## src/rtl/clock_divider_bank_if.sv

```systemverilog
// Purpose : control/status bundle for clock_divider_bank (enables, divisor load, restart, divided outputs).
// Latency : wires only; the divider registers everything one BoardCLK edge after the strobe.
// Backpressure: none; every strobe is accepted on the edge it is sampled.
//
// Signals:
//   Enable      [CHANNELS]        per-channel count enable
//   DivIn       [CHANNELS*CNT_W]  new divisors, channel 0 in the LSBs
//   DivLoad                       one-cycle strobe: latch DivIn and restart all channels
//   SyncRestart                   one-cycle strobe: restart all channels, keep divisors
//   ClkOut      [CHANNELS]        divided square waves
//   TickOut     [CHANNELS]        one-cycle pulse on each ClkOut rise
interface clock_divider_bank_if #(
    parameter int CHANNELS = 2,
    parameter int CNT_W    = 18
);
    logic [CHANNELS-1:0]       Enable;
    logic [CHANNELS*CNT_W-1:0] DivIn;
    logic                      DivLoad;
    logic                      SyncRestart;
    logic [CHANNELS-1:0]       ClkOut;
    logic [CHANNELS-1:0]       TickOut;

    // master drives the controls and observes the divided outputs
    modport master (
        output Enable,
        output DivIn,
        output DivLoad,
        output SyncRestart,
        input  ClkOut,
        input  TickOut
    );

    // slave is the divider bank itself
    modport slave (
        input  Enable,
        input  DivIn,
        input  DivLoad,
        input  SyncRestart,
        output ClkOut,
        output TickOut
    );
endinterface

```

## src/rtl/clock_divider_bank.sv

```systemverilog
// Purpose : CHANNELS independent exact-period clock dividers with registered square wave and tick outputs.
// Latency : 1 BoardCLK cycle from any strobe (Reset, DivLoad, SyncRestart, Enable) to ClkOut/TickOut.
// Backpressure: none; strobes are taken every cycle, Enable=0 simply freezes a channel.
//
// Ports:
//   BoardCLK  in   board clock, all state on its rising edge
//   Reset     in   synchronous active-high reset (divisors return to DEFAULT_DIV)
//   bus       slave modport of clock_divider_bank_if (controls in, ClkOut/TickOut out)
//
// A divisor D gives a period of exactly D cycles: high for floor(D/2), low for the rest.
// D of 0 or 1 parks the channel with both outputs low.
module clock_divider_bank #(
    parameter int                        CHANNELS    = 2,
    parameter int                        CNT_W       = 18,
    parameter logic [CHANNELS*CNT_W-1:0] DEFAULT_DIV = {18'd5000, 18'd200000}
) (
    input  logic                  BoardCLK,
    input  logic                  Reset,
    clock_divider_bank_if.slave   bus
);

    localparam logic [CNT_W-1:0] ONE = CNT_W'(1);
    localparam logic [CNT_W-1:0] TWO = CNT_W'(2);

    logic [CNT_W-1:0]    div_q [CHANNELS];
    logic [CNT_W-1:0]    cnt_q [CHANNELS];
    logic [CHANNELS-1:0] clk_q;
    logic [CHANNELS-1:0] tick_q;

    // per-channel decode of the current count
    logic [CHANNELS-1:0] at_last;   // C == D-1: end of period, output rises next
    logic [CHANNELS-1:0] at_half;   // C == floor(D/2)-1: end of high phase
    logic [CHANNELS-1:0] running;   // D >= 2, channel can produce a waveform

    always_comb begin
        at_last = '0;
        at_half = '0;
        running = '0;
        for (int i = 0; i < CHANNELS; i++) begin
            at_last[i] = (cnt_q[i] == (div_q[i] - ONE));
            // With D >= 2 the two compare points never coincide, so the rise wins only by order.
            at_half[i] = (cnt_q[i] == ((div_q[i] >> 1) - ONE));
            running[i] = (div_q[i] >= TWO);
        end
    end

    always_ff @(posedge BoardCLK) begin
        if (Reset) begin
            for (int i = 0; i < CHANNELS; i++) begin
                div_q[i] <= DEFAULT_DIV[i*CNT_W +: CNT_W];
                cnt_q[i] <= '0;
            end
            clk_q  <= '0;
            tick_q <= '0;
        end else if (bus.DivLoad) begin
            // New divisors start from a clean low phase on every channel at once.
            for (int i = 0; i < CHANNELS; i++) begin
                div_q[i] <= bus.DivIn[i*CNT_W +: CNT_W];
                cnt_q[i] <= '0;
            end
            clk_q  <= '0;
            tick_q <= '0;
        end else if (bus.SyncRestart) begin
            for (int i = 0; i < CHANNELS; i++) begin
                cnt_q[i] <= '0;
            end
            clk_q  <= '0;
            tick_q <= '0;
        end else begin
            for (int i = 0; i < CHANNELS; i++) begin
                if (!running[i]) begin
                    // Degenerate divisor: hold the channel idle regardless of Enable.
                    cnt_q[i]  <= '0;
                    clk_q[i]  <= 1'b0;
                    tick_q[i] <= 1'b0;
                end else if (bus.Enable[i]) begin
                    if (at_last[i]) begin
                        cnt_q[i]  <= '0;
                        clk_q[i]  <= 1'b1;
                        tick_q[i] <= 1'b1;
                    end else begin
                        cnt_q[i]  <= cnt_q[i] + ONE;
                        tick_q[i] <= 1'b0;
                        if (at_half[i]) begin
                            clk_q[i] <= 1'b0;
                        end
                    end
                end else begin
                    // Frozen: count and level hold, which stretches whichever phase is active.
                    tick_q[i] <= 1'b0;
                end
            end
        end
    end

    assign bus.ClkOut  = clk_q;
    assign bus.TickOut = tick_q;

endmodule

```

## src/flat_wrapper.sv

```systemverilog
// flat-port wrapper written by rule: the top's interface ports become plain ports
module clock_divider_bank_flat 
#(
    parameter int                        CHANNELS    = 2,
    parameter int                        CNT_W       = 18,
    parameter logic [CHANNELS*CNT_W-1:0] DEFAULT_DIV = {18'd5000, 18'd200000}
)
  (BoardCLK, Reset, bus_Enable, bus_DivIn, bus_DivLoad, bus_SyncRestart, bus_ClkOut, bus_TickOut);
  clock_divider_bank_if #(.CHANNELS(CHANNELS), .CNT_W(CNT_W)) bus_i ();
  input  logic BoardCLK;
  input  logic Reset;
  input wire logic [$bits(bus_i.Enable)-1:0] bus_Enable;
  input wire logic [$bits(bus_i.DivIn)-1:0] bus_DivIn;
  input wire logic [$bits(bus_i.DivLoad)-1:0] bus_DivLoad;
  input wire logic [$bits(bus_i.SyncRestart)-1:0] bus_SyncRestart;
  output wire logic [$bits(bus_i.ClkOut)-1:0] bus_ClkOut;
  output wire logic [$bits(bus_i.TickOut)-1:0] bus_TickOut;
  assign bus_i.Enable = bus_Enable;
  assign bus_i.DivIn = bus_DivIn;
  assign bus_i.DivLoad = bus_DivLoad;
  assign bus_i.SyncRestart = bus_SyncRestart;
  assign bus_ClkOut = bus_i.ClkOut;
  assign bus_TickOut = bus_i.TickOut;
  clock_divider_bank #(.CHANNELS(CHANNELS), .CNT_W(CNT_W), .DEFAULT_DIV(DEFAULT_DIV)) u_core (.BoardCLK(BoardCLK), .Reset(Reset), .bus(bus_i));
endmodule
```

## config.mk

```make
export PLATFORM = sky130hd
export DESIGN_NAME = clock_divider_bank_flat
export DESIGN_NICKNAME = d
export VERILOG_FILES = /design/src/rtl/clock_divider_bank_if.sv /design/src/rtl/clock_divider_bank.sv /design/src/flat_wrapper.sv
export SDC_FILE = /design/constraint.sdc
export NUM_CORES = 1
export LEC_CHECK = 0
export ABC_CLOCK_PERIOD_IN_PS = 3800
export CORE_MARGIN = 4
export CORE_UTILIZATION = 35
export CTS_CLUSTER_SIZE = 24
export DETAILED_ROUTE_END_ITERATION = 12
export GPL_TIMING_DRIVEN = 0
export PLACE_DENSITY = 0.53
export SYNTH_ARGS = -nofsm -noshare
export SYNTH_HDL_FRONTEND = slang
export SYNTH_SLANG_ARGS = --single-unit
export TNS_END_PERCENT = 1
```

## constraint.sdc

```tcl
create_clock -name BoardCLK -period 3.8 [get_ports BoardCLK]
set_input_delay 1.14 -clock BoardCLK [delete_from_list [all_inputs] [get_ports BoardCLK]]
set_output_delay 1.14 -clock BoardCLK [all_outputs]
set_load 0.005 [all_outputs]
```

# == Yosys cells after proc, flatten, opt, wreduce, memory -nomap -nowiden ==
# Memory sizes are Yosys's and may differ from the RTL's.
# Cells that the tools add are included.
# totals
ff_bits,4
mem_bits_rw,72
input_bits,42
n_memories,2
# mem_list
memory,words,width,read_ports,rd_ports_with_merged_regs,wr,line,source
u_core.cnt_q,2,18,2,0,2,clock_divider_bank.sv:26,logic [CNT_W-1:0] cnt_q [CHANNELS];
u_core.div_q,2,18,2,0,2,clock_divider_bank.sv:25,logic [CNT_W-1:0] div_q [CHANNELS];
# op_classes
addsub,6
magnitude_cmp,2
eq_ne,4
muxes,63
bitwise_logic,14
n_reduce_logical,7
# op_table
cell,count
$mux 18,12
$eq 18x18->1,4
$mux 1,51
$add 18x1->18 const B,2
$ge 18x2->1 const B,2
$sub 17x1->18 const B,2
$sub 18x1->18 const B,2
$or 1x1->1,12
$reduce_or 4->1,2
$reduce_and 2->1,2
$reduce_bool 2->1,2
$reduce_or 3->1,1
$not 1->1,2

# == Logic depth before layout (Yosys ltp) ==
# Gate-level depths: netlist of the first run.
# logic_depth
depth_word,11
ltp_mapped,10
ltp_nobuf,9

# == Least setup slack after synthesis of the first run ==
# OpenSTA, ideal clock, no wires.
# synth_path
path_kind,in2reg
from,input port Reset
to,"memory u_core.cnt_q[0][0], enable pin"
setup_time_ns,0.389
arrival_time_ns,2.678
required_time_ns,3.411
setup_slack_ns,0.732
cell_stages,3
n_path_buf,0
path_cell_list,or2_2 nor3_1 nand2b_1
# synth_rtl
element,line,source
from (decl),flat_wrapper.sv:11,input logic Reset;
to (decl),clock_divider_bank.sv:26,

==> results.py, run 1 <==
metrics = {
    "run_status": {
        "outcome": "finished, final reports clean",
    },
    "final_layout": {
        "drive_gt1_frac": 0.0623,
        "syn2layout_area_growth_pct": 18.5,
        "layout_commonest_cell": "xnor2_1",
        "fin_cells": 890,
        "most-common-layout-cells": "xnor2_1, edfxtp_1, nor2_1",
        "nets": 719,
        "antennaDiodeCount": 0,
        "regArea_mm2": 0.00224,
        "multiInputGateArea_mm2": 0.00321,
        "fill_cells": 1602,
        "fin_util": 0.424,
    },
    "clock_tree": {
        "worstSkewPairLatency_ns": 0.34,
        "cts_max_path_buffers": 2,
        "htreeDepth": 3,
        "cts_buffers": 9,
        "holdBufCountCts": 0,
        "clk_pin_slew_ns": 0.06,
        "cts_tree": "yes",
        "cts_root_buf": "clkbuf_16",
        "cts.sinks": 76,
    },
    "detailed_routing": {
        "drc": 0,
        "antenna_left": 0,
        "drt_iter0_drc": 448,
        "num_vias": 4599,
        "firstDrtPassIters": 5,
        "wire_per_inst_um": 16.1,
        "via_per_inst": 5.17,
        "routed_wl_mm": 14.3,
    },
    "job": {
        "drv_cap": 0,
    },
    "power_and_ir_drop": {
        "p_leak_uw": 0.00219,
        "peakVddDrop_mv": 0.226,
        "power_density_mw_per_mm2": 347,
    },
    "floorplanning": {
        "coreArea_mm2": 0.0159,
        "dieArea_mm2": 0.0183,
        "die_width_um": 135,
        "ios": 46,
        "initial_utilization": 0.358,
        "std_cell_rows": 46,
        "die_h_um": 135,
    },
    "sta": {
        "max_slew_margin": 0.300,
        "clock.fmax_ghz": 0.281,
        "fin_skew_ns": 0.00744,
        "final.period_utilization": 0.938,
        "grt_setup_unrepaired": "yes",
        "fin_ws_ns": 0.236,
        "fin_crit_ns": 3.56,
        "drv_slew": 0,
        "tns_ns": 0,
        "hold_slack_ns": 0.479,
        "hold_violations": 0,
        "worst-slew-pin-transition_ns": 1.04,
        "finalSetupViolations": 0,
    },
    "global_route": {
        "grt_max_degree": 39,
        "grt_usage": 0.160,
        "grt_pass1_vias": 4308,
        "overflow": 0,
        "antenna_found_initial": 0,
        "grt_pass1_wl_mm": 22.9,
    },
    "synth": {
        "synth_flop_cell": "edfxtp_1",
        "netlist_area_mm2": 0.00568,
        "ys_ff_latch": 76,
        "async_reset_ff_frac": 0,
        "seq_area_frac_synth": 0.395,
        "synth_cell_types": 59,
        "syn_nets": 663,
        "syn_inst": 613,
        "synth_edf_count": 72,
        "yosys_warnings": 0,
        "avgSynthCellArea_um2": 9.27,
    },
    "setup_path": {
        "slowest_delay_ns": 0.55,
        "crit_chain": "inv_1 > ha_1 > or4b_1 > or3_1 > a222oi_1 > o2111ai_1 > or4_4 > nand3_4 > buf_12 > nor2_2",
        "end_kind": "register",
        "cp-start-kind": "register",
        "critPathMaxFanout": 10,
        "cp_top_family": "simple AND/OR/NAND/NOR gates",
        "worstPathArrival_ns": 3.65,
        "slowest_stage": "or4b_1",
        "critPathKind": "register to register",
        "path_buf_inv": 2,
        "worst_ep_required_time_ns": 3.89,
    },
    "place": {
        "dpl.hpwl_mm": 11.0,
        "post-place-ws_ns": -0.320,
        "dp.cells": 874,
        "io_buffers": 45,
        "gp_congestion": 0.923,
    },
    "hold_path": {
        "hold_class": "register to register",
    },
}
-- per-stage QoR --
stage               area, um2  power [uW]
floorplan                5680        1300
global placement         6400        1430
detailed placement       6400        1430
CTS                      6710        2350
global route             6730        2440
finish                   6730        2330
-- report_power, final --
part	switching, uW	total, uW	internal [uW]	leakage, uW
combinational	232	420	188	0.00120
sequential	44.0	1000	961	0.000835
clock	336	908	572	0.000147
-- worst reg2reg max path, stage by stage (launching register included) --
cell,delay (ns)
edfxtp_1,0.48
inv_1,0.12
ha_1,0.32
or4b_1,0.55
or3_1,0.40
a222oi_1,0.34
o2111ai_1,0.21
or4_4,0.50
nand3_4,0.18
buf_12,0.16
nor2_2,0.04
-- synth_stat cells (all sizes together), types with 9 or more instances --
cell	count	area share
o21ai	11	0.0097
nand2	31	0.020
edfxtp	72	0.38
clkbuf	34	0.023
nor4	19	0.022
or3	9	0.0099
inv	14	0.0093
nand2b	19	0.021
xor2	49	0.076
nor3	18	0.016
xnor2	78	0.12
nand3	27	0.026
buf	12	0.013
nor2	71	0.051
a21oi	10	0.0088
and2	28	0.031
nand4	25	0.028
-- per-layer routing --
| metal | track usage | share of wire | vias up |
|---|---|---|---|
| li1 | - | - | 2269 |
| met1 | 0.241 | 0.50 | 2186 |
| met2 | 0.231 | 0.43 | 126 |
| met3 | 0.0282 | 0.056 | 18 |
| met4 | 0.0566 | 0.017 | 0 |
| met5 | 0 | 0 | - |
-- cells by family after synthesis --
| family | count (synthesis) | synth area share |
|---|---|---|
| fa+ha+maj | 8 | 0.0176 |
| mux | 5 | 0.00925 |
| buf+inv | 60 | 0.0445 |
| flops | 76 | 0.395 |
| simple gates | 293 | 0.287 |
| compound gates | 44 | 0.0509 |
| xor+xnor | 127 | 0.196 |
-- sequential cells by signal, indices dropped and copies added (netlist names) --
signal	cells
u_core.div_q	36
u_core.bus.ClkOut	2
u_core.bus.TickOut	2
u_core.cnt_q	36
-- final cells by class --
cell class                      count  area share
Inverter                           14     0.00781
Multi-Input combinational cell    477       0.476
Timing Repair Buffer               45      0.0669
Clock buffer                       11      0.0346
Tap cell                          216      0.0401
Clock inverter                      5      0.0113
Buffer                             46      0.0297
Sequential cell                    76       0.333
-- worst paths after layout --
kind                             start              endpoint  slack, ns  cells past startpoint
setup reg to reg    u_core.div_q[0][1]    u_core.cnt_q[0][0]       0.24                     10
setup / recovery    u_core.div_q[0][1]    u_core.cnt_q[0][0]       0.24                     10
hold / removal    u_core.bus.ClkOut[0]  u_core.bus.ClkOut[0]       0.48                      2
hold reg to reg   u_core.bus.ClkOut[0]  u_core.bus.ClkOut[0]       0.48                      2
-- what timing repair did --
action	4_1_cts	5_1_grt
resized for setup	0	4
setup endpoints to repair	0	47
buffers inserted	0	0
No activity file was read; power rests on OpenSTA's default activity.
==> run 2: changes to the inputs <==
--- a/config.mk
+++ b/config.mk
@@ -5,13 +5,13 @@
 export SDC_FILE = /design/constraint.sdc
 export NUM_CORES = 1
 export LEC_CHECK = 0
-export ABC_CLOCK_PERIOD_IN_PS = 3800
+export ABC_CLOCK_PERIOD_IN_PS = 3000
 export CORE_MARGIN = 4
 export CORE_UTILIZATION = 35
 export CTS_CLUSTER_SIZE = 24
 export DETAILED_ROUTE_END_ITERATION = 12
 export GPL_TIMING_DRIVEN = 0
-export PLACE_DENSITY = 0.53
+export PLACE_DENSITY = 0.55
 export SYNTH_ARGS = -nofsm -noshare
 export SYNTH_HDL_FRONTEND = slang
 export SYNTH_SLANG_ARGS = --single-unit
==> constraint.sdc (replaced) <==
create_clock -name BoardCLK -period 3 [get_ports BoardCLK]
set_input_delay 0.9 -clock BoardCLK [delete_from_list [all_inputs] [get_ports BoardCLK]]
set_output_delay 0.9 -clock BoardCLK [all_outputs]
set_load 0.005 [all_outputs]
==> run 2 against run 1 <==
Compared with the run above: the flow now finishes with violations (negative setup slack); first-iteration DRC count down 19%; flip-flop and latch count is the same; final area up 3.1%; die area unchanged; setup slack worse by 0.39 ns; sequential share of layout area is 1.0 points lower.
==> results.py, run 2 (same netlist as run 1, synthesis figures left out) <==
metrics = {
    "final_layout": {
        "most-common-layout-cells": "xnor2_1, edfxtp_1, nor2_1",
        "largestRegisters": "u_core.cnt_q: 36 flops, u_core.div_q: 36 flops",
        "fin_cells": 893,
        "fin_util": 0.437,
        "drive_gt1_frac": 0.0990,
        "layout_commonest_cell": "xnor2_1",
        "nets": 722,
        "antennaDiodeCount": 0,
        "design_area_mm2": 0.00694,
        "syn2layout_area_growth_pct": 22.2,
    },
    "setup_path": {
        "critPathKind": "register to register",
        "worst_ep_required_time_ns": 3.10,
        "cp-start-kind": "register",
        "end_kind": "register",
        "slowest_stage": "or4_1",
        "cp_top_family": "simple AND/OR/NAND/NOR gates",
        "crit_chain": "buf_6 > or3_1 > clkbuf_8 > or4_1 > a222oi_1 > o2111ai_1 > or4_4 > nand3_4 > buf_12 > nor2_2",
        "slowest_delay_ns": 0.50,
        "critPathMaxFanout": 10,
        "worstPathArrival_ns": 3.26,
        "path_buf_inv": 3,
    },
    "place": {
        "place_area_mm2": 0.00642,
        "io_buffers": 45,
        "dp.cells": 874,
        "gp_congestion": 0.886,
        "dpl.hpwl_mm": 10.9,
    },
    "sta": {
        "grt_setup_unrepaired": "yes",
        "final.period_utilization": 1.05,
        "clock.fmax_ghz": 0.317,
        "fin_skew_ns": 0.00588,
        "finalSetupViolations": 28,
        "max_slew_margin": 0.383,
        "drv_slew": 0,
        "worst-slew-pin-transition_ns": 0.925,
        "fin_ws_ns": -0.158,
        "fin_crit_ns": 3.16,
        "hold_slack_ns": 0.499,
        "hold_violations": 0,
    },
    "power_and_ir_drop": {
        "p_leak_uw": 0.00225,
        "power_density_mw_per_mm2": 434,
        "peakVddDrop_mv": 0.231,
    },
    "job": {
        "drv_cap": 0,
    },
    "clock_tree": {
        "cts_buffers": 9,
        "cts_max_path_buffers": 2,
        "cts.sinks": 76,
        "htreeDepth": 3,
        "cts_root_buf": "clkbuf_16",
        "clk_pin_slew_ns": 0.06,
        "cts_tree": "yes",
        "worstSkewPairLatency_ns": 0.34,
    },
    "global_route": {
        "grt_util_met1": 0.233,
        "grt_usage": 0.157,
        "top_usage_layer": "met1",
        "grt_pass1_wl_mm": 22.6,
        "grt_pass1_vias": 4349,
        "antenna_found_initial": 0,
        "gr-usage-met2": 0.230,
        "grt_max_degree": 39,
        "overflow": 0,
        "globalRouteMet3Util": 0.0267,
    },
    "floorplanning": {
        "dieArea_mm2": 0.0183,
        "coreArea_mm2": 0.0159,
        "die_h_um": 135,
        "initial_utilization": 0.358,
        "std_cell_rows": 46,
        "ios": 46,
        "die_width_um": 135,
    },
    "run_status": {
        "violations": "negative setup slack",
        "outcome": "finished, violations left",
    },
    "hold_path": {
        "hold_class": "register to register",
    },
    "detailed_routing": {
        "antenna_left": 0,
        "firstDrtPassIters": 5,
        "routed_wl_mm": 14.2,
        "wire_per_inst_um": 15.9,
        "via_per_inst": 5.14,
        "drt_iter0_drc": 365,
        "num_vias": 4593,
        "drc": 0,
    },
}
[run 2: cell types whose count changed in the layout (fill, tap and decap cells not counted), sizes merged]
cell | previous run | this run
clkinvlp | 1 | 2
clkbuf | 45 | 43
buf | 12 | 16
[run 2: power breakdown]
| part | leakage (uW) | internal [uW] | switching [uW] |
|---|---|---|---|
| Clock | 0.000149 | 728 | 443 |
| Sequential | 0.000835 | 1220 | 58.7 |
| Combinational | 0.00127 | 259 | 308 |
| Total | 0.00225 | 2200 | 810 |
[run 2: metrics by stage]
step | TNS (ns) | setup WS (ns) | power, uW
global route | -12.77 | -0.314 | 3150
finish | -2.75 | -0.158 | 3010
detailed placement | -45.22 | -0.837 | 1820
CTS | -2.60 | -0.164 | 3030
floorplan | 0 | 0.0227 | 1650
global placement | -43.42 | -0.845 | 1810
[run 2: worst paths after layout]
path | endpoint | start | slack [ns] | cells after the start
worst max-delay path | u_core.cnt_q[0][9] | u_core.div_q[0][4] | -0.16 | 10
worst min-delay path | u_core.bus.ClkOut[0] | u_core.bus.ClkOut[0] | 0.50 | 2
worst max register to register | u_core.cnt_q[0][9] | u_core.div_q[0][4] | -0.16 | 10
worst min register to register | u_core.bus.ClkOut[0] | u_core.bus.ClkOut[0] | 0.50 | 2
[run 2: layer usage]
layer	part of all wire	vias up
li1	-	2278
met1	0.50	2160
met2	0.43	132
met3	0.047	23
met4	0.019	0
met5	0	-
[run 2: area by class of cell]
| class | count | area [um2] |
|---|---|---|
| fillers | 1578 | 8940 |
| multi-input cells | 477 | 3350 |
| flip-flops and latches | 76 | 2240 |
| repair buffers | 49 | 493 |
| well taps | 216 | 270 |
| clock buffers | 10 | 229 |
| plain buffers | 45 | 210 |
| clock inverters | 6 | 88.8 |
| inverters | 14 | 52.6 |
[run 2: repair_timing]
| item | CTS | global route |
|---|---|---|
| pin swaps | 11 | 4 |
| gates resized for setup | 24 | 11 |
| endpoints found under the setup margin | 75 | 74 |
| setup buffers | 4 | 0 |
| hold buffers | 0 | 0 |
[run 2: worst reg2reg max path, cell delays in order, from the launching register on]
cell       delay, ns
edfxtp_1        0.37
buf_6           0.16
or3_1           0.31
clkbuf_8        0.17
or4_1           0.50
a222oi_1        0.38
o2111ai_1       0.21
or4_4           0.50
nand3_4         0.14
buf_12          0.15
nor2_2          0.05
==> run 3: changes to the inputs <==
--- a/config.mk
+++ b/config.mk
@@ -10,7 +10,6 @@
 export CORE_UTILIZATION = 35
 export CTS_CLUSTER_SIZE = 24
 export DETAILED_ROUTE_END_ITERATION = 12
-export GPL_TIMING_DRIVEN = 0
 export PLACE_DENSITY = 0.55
 export SYNTH_ARGS = -nofsm -noshare
 export SYNTH_HDL_FRONTEND = slang
==> run 3 against run 2 <==
Compared with the run above: the flow now finishes without violations; flip-flop and latch count did not move; via count fell by 1.0%; die area did not move; critical path depth fell by 1; sequential share of layout area rose by 0.21 points; first-iteration DRC count rose by 12%; critical path type unchanged; critical endpoint is now u_core.cnt_q[0][17]; largest power group unchanged.
==> results.py, run 3 (same netlist as run 1, synthesis figures left out) <==
metrics = {
    "run_status": {
        "outcome": "finished, final reports clean",
    },
    "place": {
        "dpl.hpwl_mm": 11.2,
        "place_area_mm2": 0.00655,
        "dp.cells": 872,
        "gp_congestion": 0.890,
        "io_buffers": 45,
    },
    "clock_tree": {
        "cts_max_path_buffers": 2,
        "worstSkewPairLatency_ns": 0.34,
        "cts_root_buf": "clkbuf_16",
        "cts_buffers": 9,
        "cts.sinks": 76,
        "clk_pin_slew_ns": 0.06,
        "holdBufCountCts": 0,
        "htreeDepth": 3,
        "cts_tree": "yes",
        "postCtsSetupRepairBufs": 0,
    },
    "detailed_routing": {
        "via_per_inst": 5.11,
        "drc": 0,
        "routed_wl_mm": 14.3,
        "drt_iter0_drc": 409,
        "num_vias": 4545,
        "firstDrtPassIters": 7,
        "antenna_left": 0,
        "wire_per_inst_um": 16.1,
    },
    "setup_path": {
        "path_buf_inv": 1,
        "r2r_cells": 9,
        "crit_start": "u_core.div_q[0][1]",
        "cp-start-kind": "register",
        "regToRegEndpoint": "u_core.cnt_q[0][17]",
        "r2r_slack_ns": 0.009,
        "critPathMaxFanout": 9,
        "crit_chain": "inv_2 > ha_4 > or4b_4 > or3_1 > a222oi_1 > o2111ai_1 > or4_4 > nand3_4 > nor2_1",
        "cp_top_family": "simple AND/OR/NAND/NOR gates",
        "worst_ep_required_time_ns": 3.09,
        "timing.rr.start": "u_core.div_q[0][1]",
        "slowest_delay_ns": 0.52,
        "worstPathArrival_ns": 3.08,
        "slowest_stage": "or4_4",
        "end_kind": "register",
        "cp.depth": 9,
        "critPathKind": "register to register",
        "cp-endpoint": "u_core.cnt_q[0][17]",
    },
    "sta": {
        "finalSetupViolations": 0,
        "drv_slew": 0,
        "final.period_utilization": 0.997,
        "fin_crit_ns": 2.99,
        "hold_slack_ns": 0.504,
        "fin_skew_ns": 0.0105,
        "max_slew_margin": 0.660,
        "worst-slew-pin-transition_ns": 0.505,
        "hold_violations": 0,
        "grt_setup_unrepaired": "yes",
        "clock.fmax_ghz": 0.334,
    },
    "final_layout": {
        "design_area_mm2": 0.00690,
        "nets": 719,
        "drive_gt1_frac": 0.126,
        "regArea_mm2": 0.00224,
        "multiInputGateArea_mm2": 0.00324,
        "syn2layout_area_growth_pct": 21.4,
        "fill_cells": 1575,
        "layout_commonest_cell": "xnor2_1",
        "fin_cells": 890,
        "antennaDiodeCount": 0,
        "most-common-layout-cells": "xnor2_1, edfxtp_1, nor2_1",
        "largestRegisters": "u_core.cnt_q: 36 flops, u_core.div_q: 36 flops",
        "fin_util": 0.434,
    },
    "global_route": {
        "grt_max_degree": 37,
        "grt_pass1_vias": 4371,
        "overflow": 0,
        "grt_usage": 0.162,
        "grt_pass1_wl_mm": 23.1,
        "antenna_found_initial": 0,
    },
    "hold_path": {
        "hold_class": "register to register",
    },
    "floorplanning": {
        "dieArea_mm2": 0.0183,
        "die_width_um": 135,
        "die_h_um": 135,
        "std_cell_rows": 46,
        "initial_utilization": 0.358,
        "coreArea_mm2": 0.0159,
        "ios": 46,
    },
    "power_and_ir_drop": {
        "power_density_mw_per_mm2": 433,
        "peakVddDrop_mv": 0.240,
        "p_leak_uw": 0.00234,
    },
    "job": {
        "drv_cap": 0,
    },
}
## run 3: changes by cell type in the layout (fill, tap and decap cells not counted), moves of 3 or more
| cell | delta |
|---|---|
| buf_1 | -8 |
| buf_4 | +40 |
| clkbuf_1 | -28 |
| nor3_1 | +4 |
| nor4_1 | +7 |
| nor4_2 | -4 |
| nor4_4 | -3 |
## run 3: layout make-up
class | instances | area share
clock inverter | 4 | 0.0107
tap | 216 | 0.0392
sequential | 76 | 0.325
inverter | 14 | 0.00762
multi-input combinational | 479 | 0.470
timing repair buffer | 89 | 0.113
clock buffer | 12 | 0.0343
## run 3: tightest hold or removal path, stage by stage (launching register included)
cell	delay, ns
dfxtp_1	0.31
nand2_1	0.06
o22ai_1	0.08
## run 3: worst min-delay path by stage
stage                               startpoint                   end  slack [ns]  cells after the start
after floorplan           u_core.bus.ClkOut[0]  u_core.bus.ClkOut[0]        0.46                      2
after global placement    u_core.bus.ClkOut[0]  u_core.bus.ClkOut[0]        0.51                      2
after detailed placement  u_core.bus.ClkOut[0]  u_core.bus.ClkOut[0]        0.50                      2
after CTS                 u_core.bus.ClkOut[0]  u_core.bus.ClkOut[0]        0.51                      2
after global routing      u_core.bus.ClkOut[0]  u_core.bus.ClkOut[0]        0.53                      2
final                     u_core.bus.ClkOut[0]  u_core.bus.ClkOut[0]        0.50                      2
## run 3: per-stage QoR
step	setup WS, ns	setup TNS, ns	total power [uW]
2_1_floorplan	0.0227	0	1650
3_3_place_gp	-0.0461	-0.606	1850
3_5_place_dp	-0.146	-2.19	1850
4_1_cts	-0.00662	-0.0194	3010
5_1_grt	-0.107	-1.49	3130
6_report	0.00912	0	2990
## run 3: power by group
group | internal, uW | switching, uW
Sequential | 1220 | 90.2
Clock | 729 | 416
Combinational | 271 | 264
## run 3: timing repair
| action | 4_1_cts | 5_1_grt |
|---|---|---|
| cloned | 2 | 0 |
| gates resized for setup | 1 | 3 |
| endpoints found under the setup margin | 18 | 19 |
| pin swaps | 2 | 7 |
## run 3: routing by layer
| layer | GRT usage | routed length, um |
|---|---|---|
| met5 | 0 | 0 |
| met4 | 0.0521 | 259 |
| met3 | 0.0349 | 947 |
| met2 | 0.242 | 6350 |
| met1 | 0.233 | 6780 |
